## config.mk

```make
export PLATFORM = sky130hd
export DESIGN_NAME = vga_sync_monitor
export DESIGN_NICKNAME = d
export VERILOG_FILES = /design/src/rtl/vga_sync_monitor.sv
export SDC_FILE = /design/constraint.sdc
export NUM_CORES = 1
export LEC_CHECK = 0
export ABC_AREA = 0
export ABC_CLOCK_PERIOD_IN_PS = 5600
export CAP_MARGIN = 20
export CORE_MARGIN = 3
export CORE_UTILIZATION = 63
export DETAILED_ROUTE_END_ITERATION = 12
export HOLD_SLACK_MARGIN = 0.06
export PLACE_DENSITY = 0.94
export SLEW_MARGIN = 20
export SYNTH_ARGS = -nofsm -noshare
export SYNTH_HDL_FRONTEND = slang
export SYNTH_SLANG_ARGS = --single-unit
```

## constraint.sdc

```tcl
create_clock -name sys_clk -period 5.6 [get_ports sys_clk]
set_input_delay 1.12 -clock sys_clk [delete_from_list [all_inputs] [get_ports sys_clk]]
set_output_delay 1.12 -clock sys_clk [all_outputs]
set_load 0.05 [all_outputs]
```

## src/rtl/vga_sync_monitor.sv

```systemverilog
// Checks the timing of a VGA sync/pixel bus and CRCs the active picture once per frame.
// Latency: line/frame results are updated 1-2 sys_clk cycles after the registered sync edge.
// Backpressure: none. This is a passive observer and never stalls the bus.
module vga_sync_monitor #(
  parameter bit          SYNC_POL    = 1'b0,
  parameter int unsigned CLK_PER_PIX = 2,
  parameter int unsigned H_START     = 288,
  parameter int unsigned H_ACT       = 640,
  parameter int unsigned V_START     = 35,
  parameter int unsigned V_ACT       = 480,
  parameter int unsigned LOCK_FRAMES = 3
) (
  input  logic        sys_clk,
  input  logic        sys_rst_n,
  input  logic        hsync,
  input  logic        vsync,
  input  logic [15:0] rgb,
  output logic [11:0] h_total,
  output logic [11:0] h_sync_w,
  output logic [11:0] v_total,
  output logic [11:0] v_sync_w,
  output logic [15:0] frame_crc,
  output logic [19:0] frame_pix,
  output logic        frame_done,
  output logic        locked,
  output logic        timing_err
);

  localparam logic [11:0] CNT_MAX    = 12'hFFF;
  localparam logic [11:0] H_ST       = 12'(H_START);
  localparam logic [11:0] H_ACT_W    = 12'(H_ACT);
  localparam logic [11:0] PH_LAST    = 12'(CLK_PER_PIX - 1);
  localparam logic [11:0] V_LO       = 12'(V_START);
  localparam logic [11:0] V_HI       = 12'(V_START + V_ACT);
  localparam logic [7:0]  STABLE_TGT = 8'(LOCK_FRAMES - 1);

  // Registered sync levels, normalised so 1 always means "asserted".
  logic        hs_q, hs_p, vs_q, vs_p;
  // Pixel data is delayed two stages so h_cnt == H_START lines up with the
  // pixel presented H_START clocks after the raw hsync assertion.
  logic [15:0] rgb_q, rgb_qq;

  logic        line_start, frame_start, hs_fall;

  logic [11:0] h_cnt;
  logic [11:0] hs_w;
  logic [11:0] v_cnt;
  logic [11:0] vs_lines;
  logic [11:0] col;
  logic [11:0] ph;
  logic        v_act;
  logic        samp;
  logic        sat_hit;

  logic [15:0] crc_acc;
  logic [19:0] pix_cnt;
  logic        first_seen;

  logic [11:0] prev_ht, prev_hsw, prev_vt, prev_vsw;
  logic        have_prev;
  logic        match;
  logic        mismatch;
  logic [7:0]  stable, stable_nxt;

  // CRC-16-CCITT (poly 0x1021), MSB first, one full 16-bit word per call.
  function automatic logic [15:0] crc16_word(input logic [15:0] crc_in, input logic [15:0] d);
    logic [15:0] c;
    logic        fb;
    c = crc_in;
    for (int i = 15; i >= 0; i--) begin
      fb = c[15] ^ d[i];
      c  = {c[14:0], 1'b0};
      if (fb) c = c ^ 16'h1021;
    end
    return c;
  endfunction

  assign line_start  = hs_q & ~hs_p;
  assign frame_start = vs_q & ~vs_p;
  assign hs_fall     = hs_p & ~hs_q;

  // h_cnt is about to step into saturation; this can only happen once per line.
  assign sat_hit = !line_start && (h_cnt == CNT_MAX - 12'd1);

  assign v_act = (v_cnt >= V_LO) && (v_cnt < V_HI);

  // The first pixel of a line is found by position, the rest by the phase counter.
  assign samp = v_act && !line_start && !frame_start && (col != H_ACT_W) &&
                ((col == 12'd0) ? (h_cnt == H_ST) : (ph == PH_LAST));

  assign match = (h_total == prev_ht) && (h_sync_w == prev_hsw) &&
                 (v_total == prev_vt) && (v_sync_w == prev_vsw);

  // Decide the next stable-frame count; saturation and mismatches both restart it.
  always_comb begin
    mismatch   = frame_done && have_prev && !match;
    stable_nxt = stable;
    if (sat_hit || mismatch) begin
      stable_nxt = 8'd0;
    end else if (frame_done && have_prev && (stable != STABLE_TGT)) begin
      stable_nxt = stable + 8'd1;
    end
  end

  // Input register stage: sync levels, their previous values, and delayed pixel data.
  always_ff @(posedge sys_clk or negedge sys_rst_n) begin
    if (!sys_rst_n) begin
      hs_q   <= 1'b0;
      hs_p   <= 1'b0;
      vs_q   <= 1'b0;
      vs_p   <= 1'b0;
      rgb_q  <= 16'd0;
      rgb_qq <= 16'd0;
    end else begin
      hs_q   <= (hsync == SYNC_POL);
      hs_p   <= hs_q;
      vs_q   <= (vsync == SYNC_POL);
      vs_p   <= vs_q;
      rgb_q  <= rgb;
      rgb_qq <= rgb_q;
    end
  end

  // Horizontal position, line length and hsync width measurement.
  always_ff @(posedge sys_clk or negedge sys_rst_n) begin
    if (!sys_rst_n) begin
      h_cnt    <= 12'd0;
      h_total  <= 12'd0;
      hs_w     <= 12'd0;
      h_sync_w <= 12'd0;
    end else begin
      if (line_start) begin
        h_cnt   <= 12'd0;
        h_total <= (h_cnt == CNT_MAX) ? CNT_MAX : h_cnt + 12'd1;
        hs_w    <= 12'd1;
      end else begin
        if (h_cnt != CNT_MAX) h_cnt <= h_cnt + 12'd1;
        if (hs_q && (hs_w != CNT_MAX)) hs_w <= hs_w + 12'd1;
      end
      if (hs_fall) h_sync_w <= hs_w;
    end
  end

  // Line index within the frame and count of line starts seen during vsync.
  always_ff @(posedge sys_clk or negedge sys_rst_n) begin
    if (!sys_rst_n) begin
      v_cnt    <= 12'd0;
      vs_lines <= 12'd0;
    end else if (frame_start) begin
      // A coincident line start belongs to the new frame as line 0.
      v_cnt    <= 12'd0;
      vs_lines <= line_start ? 12'd1 : 12'd0;
    end else if (line_start) begin
      if (v_cnt != CNT_MAX) v_cnt <= v_cnt + 12'd1;
      if (vs_q && (vs_lines != CNT_MAX)) vs_lines <= vs_lines + 12'd1;
    end
  end

  // Pixel column and phase tracking for sample-point selection.
  always_ff @(posedge sys_clk or negedge sys_rst_n) begin
    if (!sys_rst_n) begin
      col <= 12'd0;
      ph  <= 12'd0;
    end else if (line_start) begin
      col <= 12'd0;
      ph  <= 12'd0;
    end else if (samp) begin
      col <= col + 12'd1;
      ph  <= 12'd0;
    end else if ((col != 12'd0) && (ph != CNT_MAX)) begin
      ph  <= ph + 12'd1;
    end
  end

  // Running CRC and pixel count of the current frame's active area.
  always_ff @(posedge sys_clk or negedge sys_rst_n) begin
    if (!sys_rst_n) begin
      crc_acc <= 16'hFFFF;
      pix_cnt <= 20'd0;
    end else if (frame_start) begin
      crc_acc <= 16'hFFFF;
      pix_cnt <= 20'd0;
    end else if (samp) begin
      crc_acc <= crc16_word(crc_acc, rgb_qq);
      pix_cnt <= pix_cnt + 20'd1;
    end
  end

  // Publish the finished frame at each vsync edge except the first after reset.
  always_ff @(posedge sys_clk or negedge sys_rst_n) begin
    if (!sys_rst_n) begin
      first_seen <= 1'b0;
      v_total    <= 12'd0;
      v_sync_w   <= 12'd0;
      frame_crc  <= 16'd0;
      frame_pix  <= 20'd0;
      frame_done <= 1'b0;
    end else begin
      frame_done <= 1'b0;
      if (frame_start) begin
        first_seen <= 1'b1;
        if (first_seen) begin
          v_total    <= (v_cnt == CNT_MAX) ? CNT_MAX : v_cnt + 12'd1;
          v_sync_w   <= vs_lines;
          frame_crc  <= crc_acc;
          frame_pix  <= pix_cnt;
          frame_done <= 1'b1;
        end
      end
    end
  end

  // Compare each published frame against the previous one and track lock.
  always_ff @(posedge sys_clk or negedge sys_rst_n) begin
    if (!sys_rst_n) begin
      prev_ht    <= 12'd0;
      prev_hsw   <= 12'd0;
      prev_vt    <= 12'd0;
      prev_vsw   <= 12'd0;
      have_prev  <= 1'b0;
      stable     <= 8'd0;
      locked     <= 1'b0;
      timing_err <= 1'b0;
    end else begin
      stable     <= stable_nxt;
      timing_err <= sat_hit || mismatch;
      if (frame_done) begin
        prev_ht   <= h_total;
        prev_hsw  <= h_sync_w;
        prev_vt   <= v_total;
        prev_vsw  <= v_sync_w;
        have_prev <= 1'b1;
      end
      if (sat_hit || mismatch) begin
        locked <= 1'b0;
      end else if (frame_done && have_prev) begin
        locked <= (stable_nxt >= STABLE_TGT);
      end
    end
  end

endmodule

```

# Word-level counts from Yosys, hierarchy flattened

Index checks and enable logic that the tools add are counted.

Flip-flop bits (word level): 289
Word-level logic and storage cells: 205

Add/sub/neg operators: 8
Order comparisons: 3
Equality and inequality tests: 16
Mux-type cells: 75
Bitwise gates (word level): 40
Reduce and logical (&&, ||, !) cells: 33

Operators with widths:

| cell                                                                | number |
|---|---|
| 2-to-1 mux 16 bit                                                   | 32 |
| 2-to-1 mux 13 bit                                                   | 16 |
| 2-to-1 mux 12 bit                                                   | 17 |
| adder 12 x 1 -> 12 bit (second input constant)                      | 6 |
| inequality test 12 bit (second input constant)                      | 5 |
| equality test 12 bit                                                | 4 |
| NOT 3 bit                                                           | 16 |
| 2-to-1 mux 20 bit                                                   | 2 |
| equality test 12 bit (second input constant)                        | 3 |
| adder 20 x 1 -> 20 bit (second input constant)                      | 1 |
| 2-to-1 mux 8 bit                                                    | 2 |
| nonzero test 2 bit                                                  | 8 |
| XOR 1 bit                                                           | 16 |
| logical AND 1 bit                                                   | 15 |
| equality test 12 x 1 -> 1 bit (second input constant)               | 1 |
| equality test 12 x 9 -> 1 bit (second input constant)               | 1 |
| greater-or-equal comparator 12 x 6 -> 1 bit (second input constant) | 1 |
| zero test 12 bit                                                    | 1 |
| less-than comparator 12 x 10 -> 1 bit (second input constant)       | 1 |
| inequality test 12 x 10 -> 1 bit (second input constant)            | 1 |
| nonzero test 12 bit                                                 | 1 |
| adder 8 x 1 -> 8 bit (second input constant)                        | 1 |
| greater-or-equal comparator 8 x 2 -> 1 bit (second input constant)  | 1 |
| inequality test 8 x 2 -> 1 bit (second input constant)              | 1 |
| other kinds (7)                                                     | 22 |

# Logic depth before layout (Yosys ltp)

Depth in word-level cells: 69
Gate-level depth with buffers: 11

# Worst setup path after synthesis

Ideal clock, no wire load.

Path kind: reg-to-reg
From: register col[2]
To: register col[11]
Data arrival time: 2.485 ns
Path slack: 3.036 ns
Stages on the path, launching flop included: 10
Cell sequence: dfrtp_1 -> buf_6 -> nor4_4 -> and4_1 -> mux2_2 -> or3_1 -> buf_2 -> buf_2 -> nor3_1 -> mux2i_1

Longest elaborated chain between the ends: 4
Elaborated cells between the ends (all ways): 9
Classes of those cells: add/sub: 1; eq/ne: 1; mux: 3; reduce/logical: 4

RTL lines:

| item                                                           | line | RTL |
|---|---|---|
| from (decl)                                                    | 49   | `logic [11:0] col;` |
| from (signal assigned)                                         | 168  | `col <= col + 12'd1;` |
| branches (longest 4 deep; another with adder 12 x 1 -> 12 bit) | --   |  |

Several ways; the timed one is not identified. The select of a mux whose other input is x is not followed.
A chain may end at the register's enable or synchronous reset.

# Final worst setup path

From: register hs_q
To: register pix_cnt[14]

Longest elaborated chain between the ends: 7

RTL lines:

| item                           | line | RTL |
|---|---|---|
| from (decl)                    | 38   | `logic hs_q, hs_p, vs_q, vs_p;` |
| from (signal assigned)         | 115  | `hs_q <= (hsync == SYNC_POL);` |
| bitwise AND 1 bit              | 78   | `assign line_start = hs_q & ~hs_p;` |
| zero test 1 bit                | 88   | `assign samp = v_act && !line_start && !frame_start && (col != H_ACT_W) &&` |
| logical AND 1 bit (4 in a row) | 88   |  |
| nonzero test 2 bit (no line)   | --   |  |
| to (signal assigned)           | 185  | `pix_cnt <= pix_cnt + 20'd1;` |
| to (decl)                      | 56   | `logic [19:0] pix_cnt;` |

No other way between the ends.

==> results.yml <==
placement:
  gp_congestion: 0.884
  dp_hpwl_um: 20800
  portBuffers: 106
  place_ws_ns: 2.62
logic_synthesis:
  synth_xor_area_frac: 0.121
  synth-edff-count: 0
  synth_area_per_cell_um2: 10.5
  yosys.area_share.adder: 0.0122
  synth-compound-area-share: 0.0571
  synthSimpleGateAreaFrac: 0.185
  syn_inst: 1263
  synth_mux_area_frac: 0.0577
  synth_top_family_by_area: "simple AND/OR/NAND/NOR gates"
  netlist_area_mm2: 0.0133
  yosysWarningCount: 0
  synthFlopType: "dfrtp_1"
  synth_seq_cells: 289
  synth_nets: 1296
  synth_cell_type_count: 51
  async_reset_ff_frac: 1.00
  seq_area_frac_synth: 0.545
clock_tree:
  clkTransAtPathRegs_ns: 0.07
  cts_buffers: 29
  htree_levels: 1
  cts_sinks: 289
  cts_hold_buf: 0
  cts-root-buf: "clkbuf_16"
  cts_buffer_depth: 3
  cts_tree: "built"
  cts_resized: 0
  post_cts_buffers: 0
  clk_latency_ns: 0.55
sta:
  slew_headroom: 0.289
  skew_ns: 0.0172
  finalHoldViolations: 0
  tns_ns: 0
  setup_violations: 0
  worst_pin_slew_ns: 1.07
  rsz0062_at_grt: "false"
  fmax_mhz: 325
  fin_crit_ns: 3.08
  min_period_over_period: 0.550
  slew_violations: 0
  layout_setup_ws_ns: 2.52
floorplan:
  die_w_um: 151
  rows: 52
  die_height_um: 151
  die-area_mm2: 0.0229
  io_pins: 107
  initial_core_util: 0.650
  core_mm2: 0.0205
layout:
  syn_to_final_growth_pct: 17.1
  diodes: 0
  final_cell_mix: "272 x dfrtp_1, 211 x nand2_1, 105 x clkdlybuf4s50_1"
  final_layout_size_suffix_gt1_frac: 0.111
  finalNetCount: 1393
  final_common_cell: "dfrtp_1"
  nFillCells: 1210
power:
  peakVddDrop_mv: 0.283
  p_leak_nw: 7.14
  power.density_mw_per_mm2: 343
  power_w: 0.00535
hold_path:
  min_path_type: "flip-flop to flip-flop"
  min_path_cells: 0
  min_from: "rgb_q[14]"
  worst_hold_path.endpoint: "rgb_qq[14]"
global_route:
  grt_remaining_overflow: 0
  antenna_found_initial: 0
  grt_pass1_vias: 10400
  grt_pass1_wl_um: 52500
  grt_max_degree: 128
  track_usage: 0.286
worst_setup_path:
  arrival_ns: 3.54
  crit_required_ns: 6.06
  r2r-start: "hs_q"
  endpoint_kind: "flip-flop"
  path_max_fanout: 42
  worstSetupPathType: "flip-flop to flip-flop"
  r2r_slack_ns: 2.52
  reg2reg_depth: 7
  r2r_end: "pix_cnt[14]"
  start_kind: "flip-flop"
routing:
  ant_nets: 0
  avgViaCountPerCell: 6.14
  vias: 10100
  routedWlPerCell_um: 19.5
  drc_errors: 0
  dr.pass1.iters: 5
  finalWirelength_um: 32200
  drt_iter0_drc: 780
run_status:
  status: "finished, final reports clean"
flow_run:
  cap_violations: 0
-- Yosys cell counts, types with 2 or more instances --
master    count  area [um2]
a211oi_1      6        45.0
a21o_1        2        15.0
a21oi_1      30         150
a31o_2        2        17.5
a31oi_1      16         100
and2_1        8        50.1
and3_1       16         100
and4_1        4        35.0
buf_1         4        15.0
buf_2         7        35.0
buf_6         2        22.5
clkbuf_1     37         139
dfrtp_1     273        6830
dfstp_2      16         420
ha_1         13         163
inv_1        22        82.6
mux2_2       62         698
mux2i_1       7        70.1
nand2_1     212         796
nand2b_1      9        56.3
nand3_1      45         225
nand4_1      24         150
nor2_1      104         390
nor2b_1       3        18.8
nor3_1       26         130
nor3b_1       2        15.0
nor4_1       25         156
nor4b_1       6        52.6
o211a_1       2        20.0
o21a_1        2        15.0
o21ai_0      53         265
o31ai_1      14         105
or2_2         2        12.5
or3_1        16         100
or4_1        13        97.6
xnor2_1      64         561
xnor3_1       8         180
xor2_1       92         806
xor3_1        2        47.6
-- state kept, by name, indices dropped and copies added (netlist names), 16 cells and up --
register   count
frame_pix     20
pix_cnt       20
crc_acc       16
frame_crc     16
rgb_q         16
rgb_qq        16
-- power by group --
group	leakage, nW	total (W)	internal [W]	switching (W)
combinational	2.89	0.000919	0.000359	0.000560
sequential	3.76	0.00243	0.00225	0.000187
clock	0.487	0.00199	0.00117	0.000826
-- worst max-delay path, cell delays in order (launching register included) --
cell	delay [ns]
dfrtp_1	0.46
nor2b_4	0.21
buf_4	0.26
or4_1	0.67
or3_1	0.42
buf_4	0.25
or4_1	0.54
a21oi_1	0.16
-- routing by layer --
metal / wire (um) / vias up / GRT usage
met2: 17000 / 437 / 0.509
li1: - / 4519 / -
met5: 0 / - / 0
met3: 1920 / 95 / 0.0473
met1: 12200 / 5086 / 0.347
met4: 1080 / 0 / 0.114
-- through the flow --
stage | hold WS [ns] | cells | cell area, um2 | utilization
global placement | 0.332 | 1599 | 14600 | 0.712
floorplan | 0.331 | 1263 | 13300 | -
global route | 0.349 | 1652 | 15600 | 0.761
CTS | 0.348 | 1652 | 15600 | 0.760
finish | 0.348 | 1652 | 15600 | 0.761
detailed placement | 0.335 | 1599 | 14600 | 0.712
-- how the worst max path moves through the flow --
stage	startpoint	to	slack, ns	cells past startpoint
detailed placement	hs_q	crc_acc[6]	2.62	6
CTS	hs_q	pix_cnt[14]	2.56	7
floorplan	col[2]	col[11]	3.04	9
global placement	hs_q	pix_cnt[14]	2.74	7
finish	hs_q	pix_cnt[14]	2.52	7
global route	vs_q	v_total[1]	2.37	8
-- cells by family after synthesis --
| kind of cell | Yosys count |
|---|---|
| DFF | 289 |
| AOI/OAI and AO/OA | 131 |
| muxes | 69 |
| buffers and inverters | 73 |
| xor gates and xnor gates | 167 |
| and+or+nand+nor | 521 |
| adders and majority gates | 13 |
-- area by class of cell --
class,count,area (um2),share of cell area
flip-flops and latches,289,7250,0.465
multi-input cells,901,5790,0.371
repair buffers,116,1140,0.0732
well taps,270,338,0.0217
clock inverters,15,163,0.0104
clock buffers,38,820,0.0526
inverters,23,86.3,0.00554
Power figures use the tool's default switching activity.
